--- config.mk ---
export PLATFORM = sky130hd
export DESIGN_NAME = ucnt_ctrl
export DESIGN_NICKNAME = d
export VERILOG_FILES = /design/src/rtl/ucnt_ctrl.sv
export SDC_FILE = /design/constraint.sdc
export NUM_CORES = 1
export LEC_CHECK = 0
export ABC_AREA = 1
export CAP_MARGIN = 10
export CORE_ASPECT_RATIO = 2
export CORE_UTILIZATION = 37
export CTS_CLUSTER_SIZE = 28
export DETAILED_ROUTE_END_ITERATION = 16
export PLACE_DENSITY = 0.52
export REMOVE_ABC_BUFFERS = 1
export SLEW_MARGIN = 10
export SYNTH_ARGS = -nofsm -noshare
export SYNTH_HDL_FRONTEND = slang
export SYNTH_SLANG_ARGS = --single-unit
--- constraint.sdc ---
create_clock -name ucnt_ctrl_clk -period 1.5 [get_ports ucnt_ctrl_clk]
set_clock_uncertainty 0.05 [all_clocks]
set_input_delay 0.225 -clock ucnt_ctrl_clk [delete_from_list [all_inputs] [get_ports ucnt_ctrl_clk]]
set_output_delay 0.225 -clock ucnt_ctrl_clk [all_outputs]
set_load 0.01 [all_outputs]
--- src/rtl/ucnt_ctrl.sv ---
// Start/stop and mode controller for a 4-bit counter datapath: debounced buttons,
// IDLE/RUN/SWITCH FSM and a DIV-clock tick prescaler. Optional UCNT_CTRL_AUTOSTOP_EN stops RUN on counter wrap.

module ucnt_ctrl_btn #(
    parameter int DEB = 4
) (
    input  logic clk,
    input  logic rst,
    input  logic btn,
    output logic press
);

    localparam logic [7:0] DEB_LAST = 8'(DEB - 1);

    logic       sync1_r;
    logic       sync2_r;
    logic       level_r;
    logic [7:0] deb_cnt_r;
    logic       press_r;

    // Synchronizer, stability counter, accepted level and rising-edge press pulse.
    always_ff @(posedge clk or posedge rst) begin
        if (rst) begin
            sync1_r   <= 1'b0;
            sync2_r   <= 1'b0;
            level_r   <= 1'b0;
            deb_cnt_r <= 8'd0;
            press_r   <= 1'b0;
        end else begin
            sync1_r <= btn;
            sync2_r <= sync1_r;
            if (sync2_r != level_r) begin
                // A differing sample is the DEB-th in a row once the counter reaches DEB-1.
                if (deb_cnt_r == DEB_LAST) begin
                    level_r   <= sync2_r;
                    deb_cnt_r <= 8'd0;
                    press_r   <= sync2_r;
                end else begin
                    deb_cnt_r <= deb_cnt_r + 8'd1;
                    press_r   <= 1'b0;
                end
            end else begin
                deb_cnt_r <= 8'd0;
                press_r   <= 1'b0;
            end
        end
    end

    assign press = press_r;

endmodule

module ucnt_ctrl #(
    parameter int DIV = 8,
    parameter int DEB = 4
) (
    input  logic       ucnt_ctrl_clk,
    input  logic       ucnt_ctrl_rst,
    input  logic       ucnt_ctrl_btn_run,
    input  logic       ucnt_ctrl_btn_mode,
    input  logic [3:0] ucnt_ctrl_cnt_q,
    output logic       ucnt_ctrl_sel,
    output logic       ucnt_ctrl_tick,
    output logic       ucnt_ctrl_cnt_rst,
    output logic       ucnt_ctrl_running
);

    localparam logic [15:0] DIV_LAST = 16'(DIV - 1);

    typedef enum logic [1:0] {
        ST_IDLE   = 2'b00,
        ST_RUN    = 2'b01,
        ST_SWITCH = 2'b10
    } state_t;

    state_t      state_r;
    state_t      state_nxt_s;
    state_t      ret_r;
    state_t      ret_nxt_s;
    logic [15:0] presc_r;
    logic [15:0] presc_nxt_s;
    logic        tick_r;
    logic        tick_nxt_s;
    logic        sel_r;
    logic        sel_nxt_s;
    logic        cnt_rst_r;
    logic        running_r;
    logic        press_run_s;
    logic        press_mode_s;
    logic        autostop_s;

    ucnt_ctrl_btn #(.DEB(DEB)) u_btn_run (
        .clk   (ucnt_ctrl_clk),
        .rst   (ucnt_ctrl_rst),
        .btn   (ucnt_ctrl_btn_run),
        .press (press_run_s)
    );

    ucnt_ctrl_btn #(.DEB(DEB)) u_btn_mode (
        .clk   (ucnt_ctrl_clk),
        .rst   (ucnt_ctrl_rst),
        .btn   (ucnt_ctrl_btn_mode),
        .press (press_mode_s)
    );

`ifdef UCNT_CTRL_AUTOSTOP_EN
    // The counter wraps on this tick, so RUN ends on the following edge.
    assign autostop_s = tick_r && (ucnt_ctrl_cnt_q == 4'hF);
`else
    logic cnt_q_unused_s;
    assign cnt_q_unused_s = ^ucnt_ctrl_cnt_q;
    assign autostop_s     = 1'b0;
`endif

    // Next-state logic; mode press has priority so a simultaneous run press is discarded.
    always_comb begin
        state_nxt_s = state_r;
        ret_nxt_s   = ret_r;
        case (state_r)
            ST_IDLE: begin
                if (press_mode_s) begin
                    state_nxt_s = ST_SWITCH;
                    ret_nxt_s   = ST_IDLE;
                end else if (press_run_s) begin
                    state_nxt_s = ST_RUN;
                end else begin
                    state_nxt_s = ST_IDLE;
                end
            end
            ST_RUN: begin
                if (press_mode_s) begin
                    state_nxt_s = ST_SWITCH;
                    ret_nxt_s   = ST_RUN;
                end else if (press_run_s || autostop_s) begin
                    state_nxt_s = ST_IDLE;
                end else begin
                    state_nxt_s = ST_RUN;
                end
            end
            ST_SWITCH: begin
                if (ret_r == ST_RUN) begin
                    state_nxt_s = ST_RUN;
                end else begin
                    state_nxt_s = ST_IDLE;
                end
            end
            default: begin
                state_nxt_s = ST_IDLE;
                ret_nxt_s   = ST_IDLE;
            end
        endcase
    end

    // Prescaler only advances while staying in RUN, so every RUN entry restarts it at zero.
    always_comb begin
        presc_nxt_s = 16'd0;
        tick_nxt_s  = 1'b0;
        if ((state_r == ST_RUN) && (state_nxt_s == ST_RUN)) begin
            if (presc_r == DIV_LAST) begin
                presc_nxt_s = 16'd0;
                tick_nxt_s  = 1'b1;
            end else begin
                presc_nxt_s = presc_r + 16'd1;
                tick_nxt_s  = 1'b0;
            end
        end else begin
            presc_nxt_s = 16'd0;
            tick_nxt_s  = 1'b0;
        end
    end

    // Counter select flips on the edge that enters SWITCH.
    always_comb begin
        sel_nxt_s = sel_r;
        if ((state_nxt_s == ST_SWITCH) && (state_r != ST_SWITCH)) begin
            sel_nxt_s = ~sel_r;
        end else begin
            sel_nxt_s = sel_r;
        end
    end

    // State, prescaler and registered outputs.
    always_ff @(posedge ucnt_ctrl_clk or posedge ucnt_ctrl_rst) begin
        if (ucnt_ctrl_rst) begin
            state_r   <= ST_IDLE;
            ret_r     <= ST_IDLE;
            presc_r   <= 16'd0;
            tick_r    <= 1'b0;
            sel_r     <= 1'b1;
            cnt_rst_r <= 1'b0;
            running_r <= 1'b0;
        end else begin
            state_r   <= state_nxt_s;
            ret_r     <= ret_nxt_s;
            presc_r   <= presc_nxt_s;
            tick_r    <= tick_nxt_s;
            sel_r     <= sel_nxt_s;
            cnt_rst_r <= (state_nxt_s == ST_SWITCH);
            running_r <= (state_nxt_s == ST_RUN);
        end
    end

    assign ucnt_ctrl_sel     = sel_r;
    assign ucnt_ctrl_tick    = tick_r;
    assign ucnt_ctrl_cnt_rst = cnt_rst_r;
    assign ucnt_ctrl_running = running_r;

endmodule

# Word level (Yosys, flattened, before mapping)
# Cells that the tools add are included.
# totals
memories	0
latch_bits	0
elab_cells	62
ff_bits	48
output_inout_bits	4
in_bits	8
mem_bits_ro	0
ramBits	0
# classes
n_addsub	3
magnitude_cmp	0
eq_ne	13
n_bitwise	2
multipliers	0
n_reduce_logical	6
n_shift	0
div_mod_pow	0
n_mux	21
# op_table
op	n
16-bit 2-to-1 mux	2
8-bit 2-to-1 mux	4
16-bit by 1-bit adder with 16-bit output, second input constant	1
8-bit by 1-bit adder with 8-bit output, second input constant	2
16-bit by 3-bit equality test with 1-bit output, second input constant	1
8-bit by 2-bit equality test with 1-bit output, second input constant	2
2-bit one-hot mux with 3 select lines	2
1-bit 2-to-1 mux	9
2-bit 2-to-1 mux	4
2-bit by 1-bit equality test with 1-bit output, second input constant	3
2-bit equality test, second input constant	2
2-bit by 1-bit != test with 1-bit output, second input constant	2
2-bit AND reduction	2
3-bit AND reduction	1
1-bit logical AND	2
2-bit zero test	1
1-bit != test	2
2-bit != test, second input constant	1
1-bit NOT	2

# Longest topological paths before layout
# Gate-level depths: netlist (run 1).
# logic_depth
ltp_word	6
mapped_depth	9
depth_no_buf	9

# Cells and area by module
# From an unflattened synthesis (run 1), not the netlist that was laid out.
# hier_totals
cells_unflattened	274
area_unflattened_um2	2244.7
# modules_own_cells
mod	cells_per_inst	area_each_um2	instances	seq_area_each_um2
ucnt_ctrl	144	1146.1	1	576.8
ucnt_ctrl_btn	65	549.3	2	300.3

# Worst setup path before layout (run 1)
# OpenSTA, ideal clock, no wires.
# synth_path
path_kind	reg2reg
startpoint	register presc_r[0]
endpoint	register presc_r[14]
slack_ns	0.272
path_stages_with_launch	9
t_arrival_ns	1.062
path_buffers	0
t_required_ns	1.333
setup_ns	0.117
period_less_slack_ns	1.228
cell_sequence	dfrtp_1 -> ha_1 -> nand2_2 -> nor2_4 -> nand2_4 -> inv_2 -> nand3_1 -> nand2_1 -> nor2_2
# synth_via
elab_chain_len	3
elab_cells_between_ends	4
classes_between	add/sub: 1; eq/ne: 1; mux: 2
# synth_rtl
element	line	source
start: declaration	80	logic [15:0] presc_r;
start signal: assignment	195	presc_r <= presc_nxt_s;
16-bit by 1-bit adder with 16-bit output / 16-bit by 3-bit equality test with 1-bit output (equally long branches)	163, 159	
16-bit 2-to-1 mux *	159	if (presc_r == DIV_LAST) begin
16-bit 2-to-1 mux *	158	if ((state_r == ST_RUN) && (state_nxt_s == ST_RUN)) begin
net presc_nxt_s[14]	81	logic [15:0] presc_nxt_s;
# The timed path passes the listed nets; every way through them passes the cells marked *.
# A chain may end at the register's enable or synchronous reset.

# Worst setup path after layout (run 1)
# layout_path
startpoint	register running_r (netlist: ucnt_ctrl_running)
endpoint	output ucnt_ctrl_running
# layout_lines
element	line	source
start: declaration	87	logic running_r;
start signal: assignment	199	running_r <= (state_nxt_s == ST_RUN);
end: declaration	65	output logic ucnt_ctrl_running
# No word-level cell between the ends.

==> summary.md, run 1 <==
| Metric | Value |
|---|---|
| Status | `finished clean` |
| CP cell instances | `clkdlybuf4s50_1` |
| Pleak | `~0.0012 µW` |
| Total CTS buffers | `5` |
| Least-Margin Pin Slew | `0.3808 ns` |
| Die H | `110.9 µm` |
| Fillers | `between 500 and 600` |
| Pin count of the biggest net entering global routing | `23` |
| Die width | `~56 µm` |
| Area Overhead vs Synth | `16.15%` |
| Critical path type | `reg -> out` |
| Total routed wirelength | `~4.2 mm` |
| Clock period minus final worst setup slack | `1.423 ns` |
| Antenna viol nets, final | `0` |
| Worst rel slew slack | `74.29%` |
| Worst path top cell family by delay | `buffers and inverters` |
| Max-cap viol count | `0` |
| Period utilization | `94.89%` |
| CP Max Fanout | `1` |
| Final setup vio count | `0` |
| Initial antenna violation count | `0` |
| DRC Markers | `0` |
| Vias per inst | `4.855` |
| Reg2reg setup slack | `0.15 ns` |
| Post-DP HPWL | `approximately 3.2 mm` |
| Setup_tns | `0 ns` |
| RSZ-0062 raised after global routing | `no` |
| Reg area | `1177 µm²` |
| Buf+Inv Stages, Crit Path | `1` |
| Commonest cells after routing, fill and taps aside | `nor2_1 (48), nand2_1 (46), dfrtp_1 (46)` |
| Synthesis Warnings | `0` |
| Grt ovf | `0` |
| Fin area | `2546 µm²` |
| Arr. time, crit path | `1.15 ns` |
| Via count | `about 1600` |
| Synth Instances | `about 260` |
| Antenna cells | `0` |
| CTS tree | `yes` |
| FMAX | `702.5 MHz` |
| Worst-case reg-to-reg path depth | `8` |
| Core box area | `roughly 5700 µm²` |
| Number of global-route vias before repair | `1673` |
| Most common library cell in the layout ignoring fill and taps | `nor2_1` |
| IO Count | `12` |
| Syn_area_per_cell | `about 8.5 µm²` |
| Cell Area, Placed | `2394 µm²` |
| Worst Setup End Kind | `output port` |
| Worst r2r src | `presc_r[1]` |
| Initial DRC count | `15` |
| Endpoints failing hold | `0` |
| Peak VDD IR | `0.001118 V` |
| Latest clock arrival within the worst-skew pair | `0.29 ns` |
| First-pass GRT wire length | `7.265 mm` |
| Routability cong. | `0.7569` |
| FF+latch count, synth | `47` |
| Reg-to-reg endpoint | `presc_r[0]` |
| Post-DR wirelength/cell | `12.47 µm` |
| Clock sinks | `47` |
| Layout cells sized above 1 | `8.993%` |
| Critical Path RT | `1.22 ns` |
| PwrDens | `1266 nW/µm²` |
| CTS max path bufs | `2` |
| Port Buffer Count | `7` |
| Clock root cell | `clkbuf_16` |
| Seq/Total Area, Yosys | `53.71%` |
| Clock Pin Slew Worst Setup and Hold Paths | `about 0.06 ns` |
| # rows | `39` |
| Number of H-tree levels | `2` |
| CP startpoint kind | `register` |
| Crit path largest cell delay | `0.53 ns` |
| Overall Global Routing Usage | `15.36%` |
| Yosys cell types | `27` |
| Multi-input gate area | `859.6 µm²` |
| Starting Density | `38.40%` |
| Slew Limit Fails | `0` |
| Total die area | `6255 µm²` |
| Worst hold path class | `in -> async` |
| Cell at the slowest stage of the critical path | `clkdlybuf4s50_1` |
| Mapped Area | `2192 µm²` |
| Nets | `288` |
| Drt pass-1 iters | `4` |
routing by layer:
| metal | vias to the layer above | track usage (%) | routed length (µm) | share of wire [%] |
|---|---|---|---|---|
| met5 | - | 0 | 0 | 0 |
| met4 | 0 | 8.293 | 121 | 2.9 |
| met3 | 10 | 4.317 | 103 | 2.4 |
| met2 | 14 | 29.02 | 2456 | 58 |
| met1 | 777 | 13.93 | 1548 | 37 |
| li1 | 845 | - | - | - |
area by class of cell:
type,count,share of cell area [%]
clock buffer,8,5.356
tap,61,2.998
inverter,40,5.897
multi-input combinational,169,33.76
timing repair buffer,14,5.749
sequential,47,46.24
Yosys cell counts (all sizes together):
cell,instances,area [µm²]
a21oi,3,15.01
a31o,1,8.760
a31oi,1,6.260
buf,1,7.510
dfrtp,46,1151
dfstp,1,26.28
ha,3,37.54
inv,40,150.1
nand2,48,190.2
nand3,18,95.09
nand3b,1,7.510
nand4,5,31.28
nor2,53,221.5
nor3,11,55.05
nor3b,2,15.01
o21ai,7,35.03
o21bai,1,7.510
o311ai,2,17.52
xnor2,3,26.28
xor2,10,87.58
flip-flops by register name (all words and copies together), names as in the netlist:
signal                count
u_btn_run.sync2_r         1
state_r                   2
ucnt_ctrl_sel             1
u_btn_run.press           1
u_btn_mode.press          1
ucnt_ctrl_running         1
presc_r                  16
ucnt_ctrl_tick            1
u_btn_run.sync1_r         1
u_btn_mode.deb_cnt_r      8
u_btn_run.level_r         1
ucnt_ctrl_cnt_rst         1
ret_r                     1
u_btn_mode.sync2_r        1
u_btn_run.deb_cnt_r       8
u_btn_mode.level_r        1
u_btn_mode.sync1_r        1
per-stage QoR:
step	setup WS (ns)	total power (µW)	cells	util, %	hold slack, ns
after detailed placement	0.1439	2177	329	41.92	0.2847
after global routing	0.01106	3431	339	44.60	0.1764
after floorplan	0.1105	1931	256	-	0.2064
after global placement	0.1681	2163	329	41.92	0.2843
after CTS	0.05566	3250	337	44.29	0.1682
final	0.07661	3222	339	44.60	0.1592
how the worst max path moves through the flow:
stage                                 start                 to  slack (ns)  cells past startpoint
final                     ucnt_ctrl_running  ucnt_ctrl_running        0.08                      1
after global routing             presc_r[1]         presc_r[1]        0.01                      8
after CTS                 ucnt_ctrl_running  ucnt_ctrl_running        0.06                      1
after detailed placement         presc_r[1]         presc_r[0]        0.14                      8
after global placement           presc_r[1]         presc_r[3]        0.17                      8
after floorplan               ucnt_ctrl_rst         presc_r[0]        0.11                      1
what timing repair did:
item / CTS / global route
buffers inserted: 0 / 2
hold buffers: 0 / 0
resized for setup: 1 / 1
setup endpoints to repair: 1 / 3
endpoints found under the hold margin: 0 / 0
cell families after synthesis:
family	count (synthesis)	share of synthesized area (%)
adders and majority gates	3	1.713
buffers and inverters	41	7.192
and+or+nand+nor	138	28.08
AOI/OAI and AO/OA	15	4.110
DFF	47	53.71
xor gates and xnor gates	13	5.194
power by group:
part	switching, µW	internal (µW)
Combinational	356	237
Clock	451	620
Sequential	120	1440
Total	927	2300
Note: power is estimated with default switching activity, not from simulation.
==> run 2: changes to the inputs <==
--- a/config.mk
+++ b/config.mk
@@ -8,10 +8,10 @@
 export ABC_AREA = 1
 export CAP_MARGIN = 10
 export CORE_ASPECT_RATIO = 2
-export CORE_UTILIZATION = 37
+export CORE_UTILIZATION = 40
 export CTS_CLUSTER_SIZE = 28
 export DETAILED_ROUTE_END_ITERATION = 16
-export PLACE_DENSITY = 0.52
+export PLACE_DENSITY = 0.55
 export REMOVE_ABC_BUFFERS = 1
 export SLEW_MARGIN = 10
 export SYNTH_ARGS = -nofsm -noshare
==> run 2 against run 1 <==
Net effect:
- count of clock-buffer cells in the layout decreased by 2
- cell count decreased by 1.5%
- die area decreased by 7.3%
- critical path depth unchanged
- global-route usage increased by 1.2 points
- wire length decreased by 7.0%
==> summary.md, run 2 (synthesis results as in run 1) <==
| Metric | Value |
|---|---|
| Status | `finished clean` |
| Setup slack after layout | `0.07070 ns (-0.005914 ns)` |
| Clock Pin Slew Worst Setup and Hold Paths | `0.08 ns (+0.02 ns)` |
| Max reg flops | `16 (unchanged)` |
| # rows | `37 (-5.1%)` |
| Post-DP HPWL | `2.877 mm (-8.7%)` |
| Drt pass-1 iters | `2 (-2)` |
| Die H | `106.7 µm (-3.8%)` |
| Clock sinks | `47 (unchanged)` |
| Port Buffer Count | `7 (unchanged)` |
| CTS tree | `yes` |
| Antenna viol nets, final | `0 (unchanged)` |
| Reg2reg setup slack | `0.15 ns (about the same)` |
| Layout cells sized above 1 | `9.058% (+0.065 points)` |
| Latest clock arrival within the worst-skew pair | `0.30 ns (about the same)` |
| Via count | `1611 (-2.1%)` |
| Total CTS buffers | `5 (unchanged)` |
| Total die area | `5798 µm² (-7.3%)` |
| Period utilization | `95.29% (+0.39 points)` |
| Max-cap viol count | `0 (unchanged)` |
| Non-Filler Instances | `334 (-1.5%)` |
| Vias per inst | `4.823 (-0.66%)` |
| Initial DRC count | `24 (+9)` |
| Post-DR wirelength/cell | `11.78 µm (-5.6%)` |
| Number of H-tree levels | `2 (unchanged)` |
| Buf+Inv Stages, Crit Path | `1 (unchanged)` |
| Clock root cell | `clkbuf_8` |
| Number of global-route vias before repair | `1610 (-3.8%)` |
| Cell at the slowest stage of the critical path | `clkdlybuf4s50_1` |
| Crit path largest cell delay | `0.52 ns (about the same)` |
| Pin count of the biggest net entering global routing | `48 (+110%)` |
| Area Overhead vs Synth | `13.87%` |
| Setup repair bufs after CTS | `0 (unchanged)` |
| First-pass GRT wire length | `6.982 mm (-3.9%)` |
| Most common library cell in the layout ignoring fill and taps | `nor2_1` |
| Setup_tns | `0 ns (unchanged)` |
| FMAX | `699.6 MHz (-0.41%)` |
| Fin area | `2496 µm² (-2.0%)` |
| Arr. time, crit path | `1.15 ns (about the same)` |
| Setup WS pre-CTS | `0.1358 ns (-0.008163 ns)` |
| Peak VDD IR | `0.0006393 V (-43%)` |
| DRC Markers | `0 (unchanged)` |
| CTS max path bufs | `2 (unchanged)` |
| Slew Limit Fails | `0 (unchanged)` |
| CP cell instances | `clkdlybuf4s50_1` |
| Clock period minus final worst setup slack | `1.429 ns (+0.005914 ns)` |
| Largest Register | `presc_r` |
| Nets | `286 (-0.69%)` |
| PwrDens | `1236 nW/µm² (-2.3%)` |
| Initial antenna violation count | `0 (unchanged)` |
| Final setup vio count | `0 (unchanged)` |
| CP Max Fanout | `1 (unchanged)` |
| Core box area | `5185 µm² (-9.2%)` |
| Post-layout util | `48.14% (+3.5 points)` |
| Pleak | `0.001175 µW (+0.15%)` |
| Worst path top cell family by delay | `buffers and inverters` |
| Antenna cells | `0 (unchanged)` |
| Total routed wirelength | `3.935 mm (-7.0%)` |
| IO Count | `12 (unchanged)` |
| Starting Density | `42.28% (+3.9 points)` |
| Inst Count DP | `326 (-0.91%)` |
| Worst Setup End Kind | `output port` |
| Worst rel slew slack | `73.73% (-0.55 points)` |
| RSZ-0062 raised after global routing | `no` |
| Cell Area, Placed | `2377 µm² (-0.68%)` |
| Endpoints failing hold | `0 (unchanged)` |
| Routability cong. | `0.7489 (-1.1%)` |
| Biggest regs | `presc_r: 16 flops, u_btn_mode.deb_cnt_r: 8 flops, u_btn_run.deb_cnt_r: 8 flops` |
| Critical Path RT | `1.22 ns (about the same)` |
| Grt ovf | `0 (unchanged)` |
| CP startpoint kind | `register` |
| Worst hold path class | `in -> async` |
| Commonest cells after routing, fill and taps aside | `nor2_1 (48), nand2_1 (46), dfrtp_1 (46)` |
| Least-Margin Pin Slew | `0.3891 ns (+0.008207 ns)` |
| Overall Global Routing Usage | `16.60% (+1.2 points)` |
| Die width | `54.35 µm (-3.7%)` |
| Critical path type | `reg -> out` |
## run 2: routing by layer
metal / vias to the layer above / wire [µm] / share of wire [%] / track usage (%)
li1: 841 / - / - / -
met1: 753 / 1548 / 39 / 17.08
met2: 10 / 2247 / 57 / 30.05
met3: 7 / 54 / 1.4 / 2.979
met4: 0 / 84 / 2.1 / 7.692
met5: - / 0 / 0 / 0
## run 2: report_power, final
| part | leakage, µW | switching, µW | internal (µW) |
|---|---|---|---|
| Combinational | 0.000481 | 349 | 230 |
| Clock | 0.0000612 | 416 | 539 |
| Sequential | 0.000633 | 117 | 1430 |
| Total | 0.00118 | 882 | 2200 |
## run 2: area by class of cell
class / count / area (µm²)
tap: 58 / 72.57
timing repair buffer: 12 / 121.4
inverter: 40 / 150.1
clock buffer: 6 / 82.58
sequential: 47 / 1177
fill: 515 / 2689
clock inverter: 2 / 35.03
multi-input combinational: 169 / 857.1
## run 2: worst min-delay path, stage by stage
cell and delay (ns):
clkdlybuf4s50_1 0.41, inv_2 0.07, buf_12 0.24
## run 2: worst paths after layout
| kind | startpoint | to | cells past startpoint |
|---|---|---|---|
| max | ucnt_ctrl_cnt_rst | ucnt_ctrl_cnt_rst | 1 |
| min | ucnt_ctrl_rst | u_btn_mode.sync1_r | 3 |
| max reg2reg | presc_r[1] | presc_r[0] | 8 |
| min reg2reg | u_btn_run.sync1_r | u_btn_run.sync2_r | 0 |
| max in group asynchronous | ucnt_ctrl_rst | ucnt_ctrl_sel | 3 |
| min in group ucnt_ctrl_clk | u_btn_run.sync1_r | u_btn_run.sync2_r | 0 |
## run 2: repair_timing
item / 4_1_cts / 5_1_grt
setup endpoints to repair: 1 / 1
endpoints found under the hold margin: 0 / 0
pin swaps: 0 / 0
hold buffers: 0 / 0
gates resized for setup: 1 / 1
## run 2: through the flow
stage / total power, µW / hold WS, ns
after floorplan: 1931 / 0.2064
after global placement: 2162 / 0.2894
after detailed placement: 2173 / 0.2864
after CTS: 3145 / 0.2350
after global routing: 3295 / 0.2416
final: 3086 / 0.2262
==> run 3: changes to the inputs <==
--- a/config.mk
+++ b/config.mk
@@ -13,6 +13,7 @@
 export DETAILED_ROUTE_END_ITERATION = 16
 export PLACE_DENSITY = 0.55
 export REMOVE_ABC_BUFFERS = 1
+export SETUP_SLACK_MARGIN = 0.05
 export SLEW_MARGIN = 10
 export SYNTH_ARGS = -nofsm -noshare
 export SYNTH_HDL_FRONTEND = slang
==> run 3 against run 2 <==
Net effect:
- clock power is essentially flat
- worst hold slack gained 0.0020 ns
- combinational power grew 1%
- largest cell class unchanged
==> summary.md, run 3 (synthesis results as in run 1) <==
| Metric | Value |
|---|---|
| Area Overhead vs Synth | `14.10%` |
| Port Buffer Count | `7 (unchanged)` |
| Max-cap viol count | `0 (unchanged)` |
| Clock sinks | `47 (unchanged)` |
| DRC Markers | `0 (unchanged)` |
| Total die area | `5798 µm² (unchanged)` |
| Pin count of the biggest net entering global routing | `48 (unchanged)` |
| FMAX | `730.9 MHz (+4.5%)` |
| Most common library cell in the layout ignoring fill and taps | `nor2_1` |
| Register share of total power | `50.1% (-0.2 points)` |
| DR WL met2 | `2.240 mm (-0.31%)` |
| Largest Register | `presc_r` |
| Least-Margin Pin Slew | `0.3891 ns (unchanged)` |
| # rows | `37 (unchanged)` |
| Biggest regs | `presc_r: 16 flops, u_btn_mode.deb_cnt_r: 8 flops, u_btn_run.deb_cnt_r: 8 flops` |
| Core box area | `5185 µm² (unchanged)` |
| RSZ-0062 raised after global routing | `no` |
| IO Count | `12 (unchanged)` |
| Peak VDD IR | `0.0006400 V (+0.10%)` |
| Post-layout util | `48.24% (+0.096 points)` |
| Latest clock arrival within the worst-skew pair | `0.30 ns (about the same)` |
| Critical Path RT | `1.22 ns (about the same)` |
| Post-DR wirelength/cell | `11.73 µm (-0.40%)` |
| Clock power frac | `31.0% (about the same)` |
| CP Max Fanout | `2 (+1)` |
| Worst rel slew slack | `73.73% (unchanged)` |
| Highest Signal Layer | `met4` |
| Crit path largest cell delay | `0.54 ns (+0.02 ns)` |
| Vias per inst | `4.800 (-0.48%)` |
| Endpoints failing hold | `0 (unchanged)` |
| Overall Global Routing Usage | `16.60% (unchanged)` |
| Worst path top cell family by delay | `flip-flops` |
| Status | `finished clean` |
| Pint | `2206 µW (+0.11%)` |
| Hold buffer count at cts | `0 (unchanged)` |
| Final setup vio count | `0 (unchanged)` |
| Layout cells sized above 1 | `9.386% (+0.33 points)` |
| Commonest cells after routing, fill and taps aside | `nor2_1 (48), nand2_1 (46), dfrtp_1 (46)` |
| Max reg flops | `16 (unchanged)` |
| Via count | `1608 (-0.19%)` |
| First-pass GRT wire length | `6.982 mm (unchanged)` |
| CTS max path bufs | `2 (unchanged)` |
| Post-DP HPWL | `2.877 mm (unchanged)` |
| Clock period minus final worst setup slack | `1.368 ns (-0.06122 ns)` |
| Wire length on met1 | `1.552 mm (+0.26%)` |
| Switching Fraction | `28.60% (about the same)` |
| Period utilization | `91.21% (-4.1 points)` |
| Die H | `106.7 µm (unchanged)` |
| Non-Filler Instances | `335 (+0.30%)` |
| Clock root cell | `clkbuf_8` |
| Drt pass-1 iters | `4 (+2)` |
| Number of H-tree levels | `2 (unchanged)` |
| Antenna viol nets, final | `0 (unchanged)` |
| Routability cong. | `0.7489 (unchanged)` |
| Worst Setup End Kind | `output port` |
| PwrDens | `1235 nW/µm² (about the same)` |
| Buf+Inv Stages, Crit Path | `1 (unchanged)` |
| Initial antenna violation count | `0 (unchanged)` |
| Nets | `287 (+0.35%)` |
| Arr. time, crit path | `1.09 ns (-0.06 ns)` |
| Total CTS buffers | `5 (unchanged)` |
| P_sw | `883.6 µW (+0.17%)` |
| CTS tree | `yes` |
| Inst Count DP | `326 (unchanged)` |
| Cell at the slowest stage of the critical path | `dfstp_2` |
| Initial DRC count | `30 (+25%)` |
| Slew Limit Fails | `0 (unchanged)` |
| Pleak | `0.001186 µW (+0.92%)` |
| Die width | `54.35 µm (unchanged)` |
| Grt ovf | `0 (unchanged)` |
| Combinational share of power | `18.9% (about the same)` |
| CP startpoint kind | `register` |
| Critical path type | `reg -> out` |
| CP cell instances | `dlygate4sd2_1` |
| Starting Density | `42.28% (unchanged)` |
| Worst hold path class | `in -> async` |
| Total routed wirelength | `3.931 mm (-0.10%)` |
| Clock Pin Slew Worst Setup and Hold Paths | `0.08 ns (about the same)` |
| Antenna cells | `0 (unchanged)` |
| Setup_tns | `0 ns (unchanged)` |
| Number of global-route vias before repair | `1610 (unchanged)` |
| Met3 WL | `54 µm (unchanged)` |
[run 3: final cells by class]
type,count,area [µm²]
fillers,515,2684
flip-flops and latches,47,1177
multi-input cells,169,857.1
inverters,40,150.1
repair buffers,13,126.4
clock buffers,6,82.58
well taps,58,72.57
clock inverters,2,35.03
[run 3: metrics by stage]
stage | setup slack [ns] | hold WS [ns] | total power, µW | instance area (µm²)
floorplan | 0.1105 | 0.2064 | 1931 | 2185
global placement | 0.1832 | 0.2894 | 2162 | 2377
detailed placement | 0.1358 | 0.2864 | 2173 | 2377
CTS | 0.05907 | 0.2350 | 3144 | 2491
global route | 0.05159 | 0.2416 | 3300 | 2501
finish | 0.1319 | 0.2282 | 3090 | 2501
[run 3: worst paths after layout]
check                                      end         startpoint  slack, ns  cells after the start
min in group ucnt_ctrl_clk   u_btn_run.sync2_r  u_btn_run.sync1_r       0.30                      0
max                              ucnt_ctrl_sel      ucnt_ctrl_sel       0.13                      1
min                         u_btn_mode.sync1_r      ucnt_ctrl_rst       0.23                      3
min reg2reg                  u_btn_run.sync2_r  u_btn_run.sync1_r       0.30                      0
max reg2reg                         presc_r[0]         presc_r[0]       0.18                      8
max in group asynchronous        ucnt_ctrl_sel      ucnt_ctrl_rst       0.89                      3
[run 3: timing repair]
action / 4_1_cts / 5_1_grt
setup endpoints to repair: 3 / 4
setup buffers: 0 / 1
resized for setup: 3 / 1
[run 3: power by group through the flow]
stage,logic [µW],clock network [µW],registers [µW]
6_report,585,957,1550
3_3_place_gp,588,0,1570
2_1_floorplan,356,0,1580
4_1_cts,586,1000,1550
5_1_grt,679,1050,1580
3_5_place_dp,594,0,1580
[run 3: metal layers]
layer	vias to the layer above	GRT usage, %
met4	0	7.692
li1	844	-
met2	12	30.05
met5	-	0
met3	7	2.979
met1	745	17.08
